<file path="src/rtl/scene_sequencer_if.sv">
// Pixel/control bundle between the video timing, the image generators and the
// scene sequencer. master drives frame/visible/sources/buttons; slave drives the pins.
interface scene_sequencer_if #(
    parameter int unsigned NUM_SRC = 4,
    parameter int unsigned SRC_W   = $clog2(NUM_SRC)
);
    logic [31:0]           frame;
    logic                  visible;
    logic [NUM_SRC*12-1:0] src_rgb;
    logic                  next_req;
    logic                  hold;
    logic [3:0]            r;
    logic [3:0]            g;
    logic [3:0]            b;
    logic [SRC_W-1:0]      active_src;
    logic [NUM_SRC-1:0]    src_frame_en;
    logic                  busy;

    modport master (
        output frame, visible, src_rgb, next_req, hold,
        input  r, g, b, active_src, src_frame_en, busy
    );

    modport slave (
        input  frame, visible, src_rgb, next_req, hold,
        output r, g, b, active_src, src_frame_en, busy
    );
endinterface

</file>
<file path="src/rtl/scene_sequencer.sv">
// Shares one RGB output between NUM_SRC generators: dwell on a source, then
// fade out, switch at black, fade back in. Level moves only on frame ticks.
module scene_sequencer #(
    parameter int unsigned NUM_SRC      = 4,
    parameter int unsigned DWELL_FRAMES = 600,
    parameter int unsigned SRC_W        = $clog2(NUM_SRC)
) (
    input  logic              clk,
    input  logic              rst,
    scene_sequencer_if.slave  bus
);
    localparam int unsigned DW_W = $clog2(DWELL_FRAMES + 1);
    localparam logic [DW_W-1:0]  DWELL_LAST = DW_W'(DWELL_FRAMES - 1);
    localparam logic [SRC_W-1:0] SRC_LAST   = SRC_W'(NUM_SRC - 1);
    localparam logic [4:0]       LVL_MAX    = 5'd16;

    typedef enum logic [1:0] {
        SHOW,
        FADE_OUT,
        SWITCH,
        FADE_IN
    } state_t;

    state_t           state_q, state_d;
    logic [4:0]       level_q, level_d;
    logic [SRC_W-1:0] src_q, src_d;
    logic [DW_W-1:0]  dwell_q, dwell_d;
    logic             pending_q, pending_d;
    logic [31:0]      frame_prev_q;
    logic             tick;

    // frame_prev resets to the value frame holds during reset, so release gives no tick
    assign tick = (bus.frame != frame_prev_q) && !rst;

    always_ff @(posedge clk) begin
        if (rst) begin
            state_q      <= FADE_IN;
            level_q      <= '0;
            src_q        <= '0;
            dwell_q      <= '0;
            pending_q    <= 1'b0;
            frame_prev_q <= '1;
        end else begin
            state_q      <= state_d;
            level_q      <= level_d;
            src_q        <= src_d;
            dwell_q      <= dwell_d;
            pending_q    <= pending_d;
            frame_prev_q <= bus.frame;
        end
    end

    always_comb begin
        state_d   = state_q;
        level_d   = level_q;
        src_d     = src_q;
        dwell_d   = dwell_q;
        pending_d = pending_q;
        unique case (state_q)
            SHOW: begin
                level_d = LVL_MAX;
                if (bus.next_req) begin
                    pending_d = 1'b1;
                end
                // request and expiry share one exit, so coincident events advance once
                if (pending_q || bus.next_req ||
                    (tick && !bus.hold && dwell_q == DWELL_LAST)) begin
                    state_d   = FADE_OUT;
                    pending_d = 1'b0;
                end else if (tick && !bus.hold) begin
                    dwell_d = dwell_q + 1'b1;
                end
            end
            FADE_OUT: begin
                if (tick) begin
                    if (level_q == 5'd1) begin
                        level_d = '0;
                        state_d = SWITCH;
                    end else begin
                        level_d = level_q - 1'b1;
                    end
                end
            end
            SWITCH: begin
                src_d   = (src_q == SRC_LAST) ? '0 : src_q + 1'b1;
                dwell_d = '0;
                state_d = FADE_IN;
            end
            FADE_IN: begin
                if (tick) begin
                    level_d = level_q + 1'b1;
                    if (level_q + 1'b1 == LVL_MAX) begin
                        state_d = SHOW;
                    end
                end
            end
            default: state_d = FADE_IN;
        endcase
    end

    logic [11:0]        chan;
    logic [NUM_SRC-1:0] en;

    assign chan = bus.src_rgb[12*src_q +: 12];

    always_comb begin
        en        = '0;
        en[src_q] = 1'b1;
    end

    // channel * level is 9 bits; bits [7:4] give level 16 = unity, level 0 = black
    assign bus.r = bus.visible ? 4'((9'(chan[11:8]) * 9'(level_q)) >> 4) : '0;
    assign bus.g = bus.visible ? 4'((9'(chan[7:4])  * 9'(level_q)) >> 4) : '0;
    assign bus.b = bus.visible ? 4'((9'(chan[3:0])  * 9'(level_q)) >> 4) : '0;

    assign bus.active_src   = src_q;
    assign bus.src_frame_en = en;
    assign bus.busy         = (state_q != SHOW);
endmodule

</file>
<file path="src/flat_wrapper.sv">
// flat-port wrapper written by rule: the top's interface ports become plain ports
module scene_sequencer_flat 
#(
    parameter int unsigned NUM_SRC      = 4,
    parameter int unsigned DWELL_FRAMES = 600,
    parameter int unsigned SRC_W        = $clog2(NUM_SRC)
)
  (clk, rst, bus_frame, bus_visible, bus_src_rgb, bus_next_req, bus_hold, bus_r, bus_g, bus_b, bus_active_src, bus_src_frame_en, bus_busy);
  scene_sequencer_if #(.NUM_SRC(NUM_SRC), .SRC_W(SRC_W)) bus_i ();
  input  logic clk;
  input  logic rst;
  input wire logic [$bits(bus_i.frame)-1:0] bus_frame;
  input wire logic [$bits(bus_i.visible)-1:0] bus_visible;
  input wire logic [$bits(bus_i.src_rgb)-1:0] bus_src_rgb;
  input wire logic [$bits(bus_i.next_req)-1:0] bus_next_req;
  input wire logic [$bits(bus_i.hold)-1:0] bus_hold;
  output wire logic [$bits(bus_i.r)-1:0] bus_r;
  output wire logic [$bits(bus_i.g)-1:0] bus_g;
  output wire logic [$bits(bus_i.b)-1:0] bus_b;
  output wire logic [$bits(bus_i.active_src)-1:0] bus_active_src;
  output wire logic [$bits(bus_i.src_frame_en)-1:0] bus_src_frame_en;
  output wire logic [$bits(bus_i.busy)-1:0] bus_busy;
  assign bus_i.frame = bus_frame;
  assign bus_i.visible = bus_visible;
  assign bus_i.src_rgb = bus_src_rgb;
  assign bus_i.next_req = bus_next_req;
  assign bus_i.hold = bus_hold;
  assign bus_r = bus_i.r;
  assign bus_g = bus_i.g;
  assign bus_b = bus_i.b;
  assign bus_active_src = bus_i.active_src;
  assign bus_src_frame_en = bus_i.src_frame_en;
  assign bus_busy = bus_i.busy;
  scene_sequencer #(.NUM_SRC(NUM_SRC), .DWELL_FRAMES(DWELL_FRAMES), .SRC_W(SRC_W)) u_core (.clk(clk), .rst(rst), .bus(bus_i));
endmodule
</file>
<file path="config.mk">
export PLATFORM = sky130hd
export DESIGN_NAME = scene_sequencer_flat
export DESIGN_NICKNAME = d
export VERILOG_FILES = /design/src/rtl/scene_sequencer_if.sv /design/src/rtl/scene_sequencer.sv /design/src/flat_wrapper.sv
export SDC_FILE = /design/constraint.sdc
export NUM_CORES = 1
export LEC_CHECK = 0
export ABC_CLOCK_PERIOD_IN_PS = 5550
export CORE_ASPECT_RATIO = 1.25
export CORE_MARGIN = 10
export CORE_UTILIZATION = 52
export CTS_BUF_LIST = sky130_fd_sc_hd__clkbuf_2
export DETAILED_ROUTE_END_ITERATION = 7
export GPL_TIMING_DRIVEN = 1
export PLACE_DENSITY = 0.91
export SLEW_MARGIN = 20
export SYNTH_ARGS = -nofsm -noshare
export SYNTH_HDL_FRONTEND = slang
export SYNTH_SLANG_ARGS = --single-unit
</file>
<file path="constraint.sdc">
create_clock -name clk -period 5.55 [get_ports clk]
set_clock_uncertainty 0.2 [all_clocks]
set_input_delay 0.8325 -clock clk [delete_from_list [all_inputs] [get_ports clk]]
set_output_delay 0.8325 -clock clk [all_outputs]
set_load 0.1 [all_outputs]
</file>
* Word level (Yosys, flattened, before mapping)
Cells that the tools add are included. Widths: inputs -> output; s select.
Storage, ports and cells: word-level logic and storage cells 70, register bits after elaboration 52
Operators by class: multiply operators 4, magnitude comparators 2, reductions and logical operators 17, eq/ne operators 15, add/subtract/negate cells 4, muxes and demuxes 21, shift-type cells 1
Operator list (count):
- $shiftx 48x7->12 | 1
- $ne 32x32->1 | 1
- $mul 4x5->8 | 3
- $mux 10 | 2
- $pmux 10 s2 | 1
- $mux 5 | 3
- $pmux 5 s3 | 1
- $mux 2 | 6
- $mux 4 | 3
- $ne 2x1->1 const B | 6
- $add 10x1->10 const B | 1
- $eq 10x10->1 const B | 1
- $pmux 2 s4 | 1
- $eq 2x2->1 const B | 3
- $reduce_and 3->1 | 2
- $reduce_bool 2->1 | 3
- $add 5x1->5 const B | 1
- $eq 5x1->1 const B | 1
- $eq 5x5->1 const B | 1
- $reduce_and 5->1 | 1
- $sub 5x1->5 const B | 1
- $logic_and 1x1->1 | 4
- $mul 2x2->4 const A | 1
- $lt 2x3->1 const B | 1
- other kinds (11) | 15

* Depth between registers and ports, before layout
depth in word-level cells 7, mapped depth 15, depth with buffers taken out 13

* Least setup slack after synthesis
No wires, ideal clock.
path kind register to output, start register u_core.src_q[0], in the netlist u_core.bus.active_src[0], end output bus_g[2], setup slack -879 ps, path buffers 2, stages on the path, launching flop included 15, arrival time 5396 ps, cells stage by stage dfxtp_1 > buf_6 > buf_12 > mux4_1 > nand2_1 > fa_1 > inv_1 > fa_1 > ha_1 > and4_1 > a31o_1 > a21oi_2 > o21bai_2 > xnor2_1 > nor2b_1
Between the ends: word-level cells in the longest chain between the ends 4
Ends and longest elaborated chain:
- from (decl) | line scene_sequencer.sv:26 | logic [SRC_W-1:0] src_q, src_d;
- from (signal assigned) | line scene_sequencer.sv:46 | src_q <= src_d;
- $mul 2x2->4 | line scene_sequencer.sv:104 | assign chan = bus.src_rgb[12*src_q +: 12];
- $shiftx 48x7->12 | line scene_sequencer.sv:104
- $mul 4x5->8 | line scene_sequencer.sv:113 | assign bus.g = bus.visible ? 4'((9'(chan[7:4]) * 9'(level_q)) >> 4) : '0;
- $mux 4 | line scene_sequencer.sv:113
- to (decl) | line flat_wrapper.sv:18 | output wire logic [$bits(bus_i.g)-1:0] bus_g;
Every way passes these cells.

* Worst setup path in the final report
start input bus_src_rgb[41], end output bus_g[3]
Between the ends: word-level cells in the longest chain between the ends 3
Ends and longest elaborated chain:
- from (decl) | line flat_wrapper.sv:14 | input wire logic [$bits(bus_i.src_rgb)-1:0] bus_src_rgb;
- $shiftx 48x7->12 | line scene_sequencer.sv:104
- $mul 4x5->8 | line scene_sequencer.sv:113
- $mux 4 | line scene_sequencer.sv:113
Every way passes these cells.

==> results by stage <==
Power and ir drop:
- The sequential fraction of design power is 0.252.
- Across the VDD grid, the largest voltage drop is ~0.00047 V.
- The switching power of the nets is 0.977 mW.
- The share of power burned in combinational logic is 0.667.
- The internal power of the cells totals between 0.9 and 1 mW.
- The ratio of total power to cell area is approximately 350 nW/um^2.
- The share of total power in the clock network is 0.081.
- The overall power is between 1.5 and 2 mW.
- The leakage dissipation is approximately 2.5 nW.
- The switching portion of total power is 0.497.

Clocking:
- The clock slew at the register clock pins of the worst setup and hold paths is 0.26 ns.
- The worst-skew pair later-pin latency is about 0.45 ns.
- The depth of the CTS H-tree is 2.
- The number of hold buffers added after CTS was 0.
- Counting along the longest clock path gives a buffer depth of 2.
- The number of clock sinks is 52.
- TritonCTS built the clock tree.
- The number of buffers inserted during clock tree synthesis is 5.
- The root buffer cell chosen for the clock tree is sky130_fd_sc_hd__clkbuf_2.

Yosys:
- Counting every net in the synthesized netlist gives ~600.
- Among all flip-flop cells after synthesis, the most frequent one is sky130_fd_sc_hd__dfxtp_1.
- Of the synthesized area, sequential elements account for 0.249.
- The share of synthesized flip-flops with an asynchronous set or reset is 0.
- The number of warnings printed during yosys synthesis is 0.
- Yosys mapped the design onto 54 distinct sky130hd cell types.
- In this run the mean area of a mapped cell was about 9.3 um^2.
- The gate count after technology mapping is between 400 and 500.
- The register bit count reported by yosys is 52.
- Counting flops with a built-in enable in the synthesized netlist gives 0.
- The combined area of all synthesized cells is 4190 um^2.

Floorplan:
- The starting density of the core is 0.534.
- The overall die width is 100 um.
- The number of cell rows is 36.
- The y dimension of the die is around 120 um.
- The die covers approximately 12000 um^2.
- During I/O placement, the number of pins put on the boundary was 104.
- The core region area is between 7000 and 8000 um^2.

STA:
- The max-slew violation count is 0.
- For the pin with the worst max-slew slack, the measured transition is around 1.0 ns.
- The final hold violation count came to 0.
- Based on the critical path, the design can be clocked at up to around 0.18 GHz.
- The final period demand of the worst path is approximately 5.5 ns.
- Headroom to the max-slew limit came out at 0.317.
- Hold is met by 0.298 ns.
- In the finished design, the share of the clock period the worst path needs comes to 0.983.
- The final count of negative-setup-slack endpoints is 0.
- The final-layout setup total negative slack is 0 ns.

Status:
- The run finished with clean final reports.

Route:
- The average detailed-routed wire length per instance is ~16 um.
- After the first detailed-routing iteration, the DRC count stood at 268.
- The detailed-route vias per instance is about 5.5.
- The count of nets left with antenna violations once routing finished came out at 0.
- The routed wire length is 10200 um.
- In the routed design, unresolved DRC markers number 0.
- The first TritonRoute pass finished after 5 iterations.
- Detailed routing inserted a total of 3548 vias.

Final layout:
- The library cells used most frequently in the layout, excluding fill and tap cells, are sky130_fd_sc_hd__clkdlybuf4s50_1, sky130_fd_sc_hd__dfxtp_1, sky130_fd_sc_hd__xor2_1.
- The final antenna diode count is 0.
- In the final layout, the share of cells above drive strength 1 is 0.199.
- The area added between synthesis and finish is 33.1%.
- In the final design database the tool counted between 600 and 700 nets.
- Leaving out fill and tap cells, the most frequent cell in the layout is sky130_fd_sc_hd__clkdlybuf4s50_1.
- The post-layout instance count excluding filler cells is approximately 650.
- The filler cells instantiated in the layout total 568.

Setup path:
- The capturing element type of the critical path is a primary output.
- In this run the worst path has a maximum fanout of 3.
- Data on the critical path is required at its endpoint by roughly 4.5 ns.
- The cell depth of the worst flop-to-flop path is 7.
- STA classifies the critical path startpoint as a primary input.
- The data arrival at the endpoint of the critical path is 4.42 ns.
- The worst setup path is of the primary input to primary output kind.

Place:
- The number of placed instances, taps included, is 634.
- Summed over all nets, the half-perimeter wirelength after detailed placement is 8250 um.
- Buffers placed on the I/O ports in this run total 103.
- At the end of routability-driven placement, the weighted congestion stood at 0.872.

Min path:
- The number of cells traversed by the worst hold path is 1.
- The path class of the tightest hold or removal check is register to register.

Global route:
- The first global-routing pass estimated about 17000 um of wire.
- The number of global-route vias before repair is 3704.
- Entering global routing, the biggest net connects 46 pins.
- Across every metal layer, demand over resource in global routing totals 0.164.
- The total congestion overflow is 0.
- The number of antenna violations at the first check in global routing is 0.

Job:
- Across the run, the number of max-cap violations was 0.
## metrics by stage
stage | instance area, um^2 | setup slack [ns] | util
after detailed placement | 5410 | -0.117 | 0.690
after global routing | 5570 | -0.0165 | 0.711
final | 5570 | 0.0952 | 0.711
after CTS | 5450 | 0.0104 | 0.696
after floorplan | 4200 | -0.0196 | -
after global placement | 5410 | 0.0407 | 0.690
## cells by family (layout without fill, tap and decap cells)
family / after synthesis / count (layout) / share of synthesized area
xor gates and xnor gates: 57 / 57 / 0.121
muxes: 18 / 18 / 0.0825
buffers and inverters: 57 / 159 / 0.0583
adders and majority gates: 55 / 55 / 0.191
DFF: 52 / 52 / 0.249
and+or+nand+nor: 167 / 167 / 0.217
AOI/OAI and AO/OA: 46 / 46 / 0.0813
## synthesized netlist by cell type, types with 2 or more instances
master / instances / area (um^2)
sky130_fd_sc_hd__mux4_2: 8 / 180
sky130_fd_sc_hd__nor2b_1: 3 / 18.8
sky130_fd_sc_hd__dfxtp_1: 52 / 1040
sky130_fd_sc_hd__o2111ai_1: 6 / 52.6
sky130_fd_sc_hd__ha_1: 40 / 500
sky130_fd_sc_hd__nor3b_1: 3 / 22.5
sky130_fd_sc_hd__mux4_1: 4 / 105
sky130_fd_sc_hd__nor4_1: 8 / 50.1
sky130_fd_sc_hd__a21oi_2: 4 / 35.0
sky130_fd_sc_hd__nand2_1: 36 / 135
sky130_fd_sc_hd__inv_1: 33 / 124
sky130_fd_sc_hd__mux2i_1: 6 / 60.1
sky130_fd_sc_hd__a211oi_1: 2 / 15.0
sky130_fd_sc_hd__o21ai_1: 4 / 20.0
sky130_fd_sc_hd__and2_1: 32 / 200
sky130_fd_sc_hd__nand3_1: 2 / 10.0
sky130_fd_sc_hd__or2_0: 3 / 18.8
sky130_fd_sc_hd__or2_2: 32 / 200
sky130_fd_sc_hd__a31o_1: 2 / 17.5
sky130_fd_sc_hd__nor3_1: 5 / 25.0
sky130_fd_sc_hd__and3_1: 7 / 43.8
sky130_fd_sc_hd__xnor2_1: 11 / 96.3
sky130_fd_sc_hd__clkbuf_1: 18 / 67.6
sky130_fd_sc_hd__fa_1: 15 / 300
sky130_fd_sc_hd__and2_2: 2 / 15.0
sky130_fd_sc_hd__o21bai_1: 2 / 15.0
sky130_fd_sc_hd__nor2_1: 23 / 86.3
sky130_fd_sc_hd__a311oi_1: 2 / 17.5
sky130_fd_sc_hd__o21ai_0: 3 / 15.0
sky130_fd_sc_hd__o41ai_1: 2 / 17.5
sky130_fd_sc_hd__and4_1: 4 / 35.0
sky130_fd_sc_hd__nand4_1: 4 / 25.0
sky130_fd_sc_hd__a21oi_1: 9 / 45.0
sky130_fd_sc_hd__xor2_1: 45 / 394
## power by group through the flow
stage / Sequential, mW / Combinational, mW / Clock [mW]
after global routing: 0.508 / 1.42 / 0.177
after floorplan: 0.464 / 0.933 / 0
after CTS: 0.493 / 1.28 / 0.166
after global placement: 0.494 / 1.23 / 0
after detailed placement: 0.497 / 1.27 / 0
final: 0.496 / 1.31 / 0.160
## registers in the layout, indices dropped and copies added, names as in the netlist
register and count:
u_core.frame_prev_q 32, u_core.dwell_q 10, u_core.level_q 5, u_core.bus.active_src 2, u_core.state_q 2, u_core.pending_q 1
## layer usage
layer | global-route usage | vias up | wire, um
met5 | 0 | - | 0
met4 | 0.0434 | 0 | 193
met3 | 0.0313 | 18 | 489
met2 | 0.319 | 104 | 5710
met1 | 0.173 | 1699 | 3830
li1 | - | 1727 | -
## worst paths after layout
| kind | start | to | slack, ns |
|---|---|---|---|
| worst max register to register | u_core.level_q[1] | u_core.state_q[1] | 2.84 |
| worst min-delay path | u_core.pending_q | u_core.pending_q | 0.30 |
| worst min register to register | u_core.pending_q | u_core.pending_q | 0.30 |
| worst max-delay path | bus_src_rgb[41] | bus_g[3] | 0.1 |
## what timing repair did
item | CTS | global route
pin swaps | 1 | 23
gates resized for setup | 6 | 27
setup buffers | 0 | 7
endpoints found under the setup margin | 3 | 3
## layout make-up
cell class / instances / area [um^2] / area share
clock buffer: 5 / 25.0 / 0.00449
clock inverter: 3 / 26.3 / 0.00471
inverter: 34 / 128 / 0.0229
multi-input combinational: 343 / 2950 / 0.529
sequential: 52 / 1050 / 0.188
tap: 95 / 119 / 0.0213
timing repair buffer: 117 / 1280 / 0.230
## worst max-delay path: stages
cell                              delay (ns)
sky130_fd_sc_hd__clkdlybuf4s50_1        0.41
sky130_fd_sc_hd__mux4_2                 0.53
sky130_fd_sc_hd__buf_4                  0.17
sky130_fd_sc_hd__and2_1                 0.15
sky130_fd_sc_hd__fa_1                   0.47
sky130_fd_sc_hd__inv_1                  0.05
sky130_fd_sc_hd__fa_1                   0.53
sky130_fd_sc_hd__inv_1                  0.04
sky130_fd_sc_hd__ha_1                   0.33
sky130_fd_sc_hd__a21oi_2                0.20
sky130_fd_sc_hd__o21bai_2               0.10
sky130_fd_sc_hd__a21oi_2                0.15
sky130_fd_sc_hd__xnor2_1                0.13
sky130_fd_sc_hd__and2_4                 0.17
sky130_fd_sc_hd__buf_12                 0.17
Note: power is estimated with default switching activity, not from simulation.
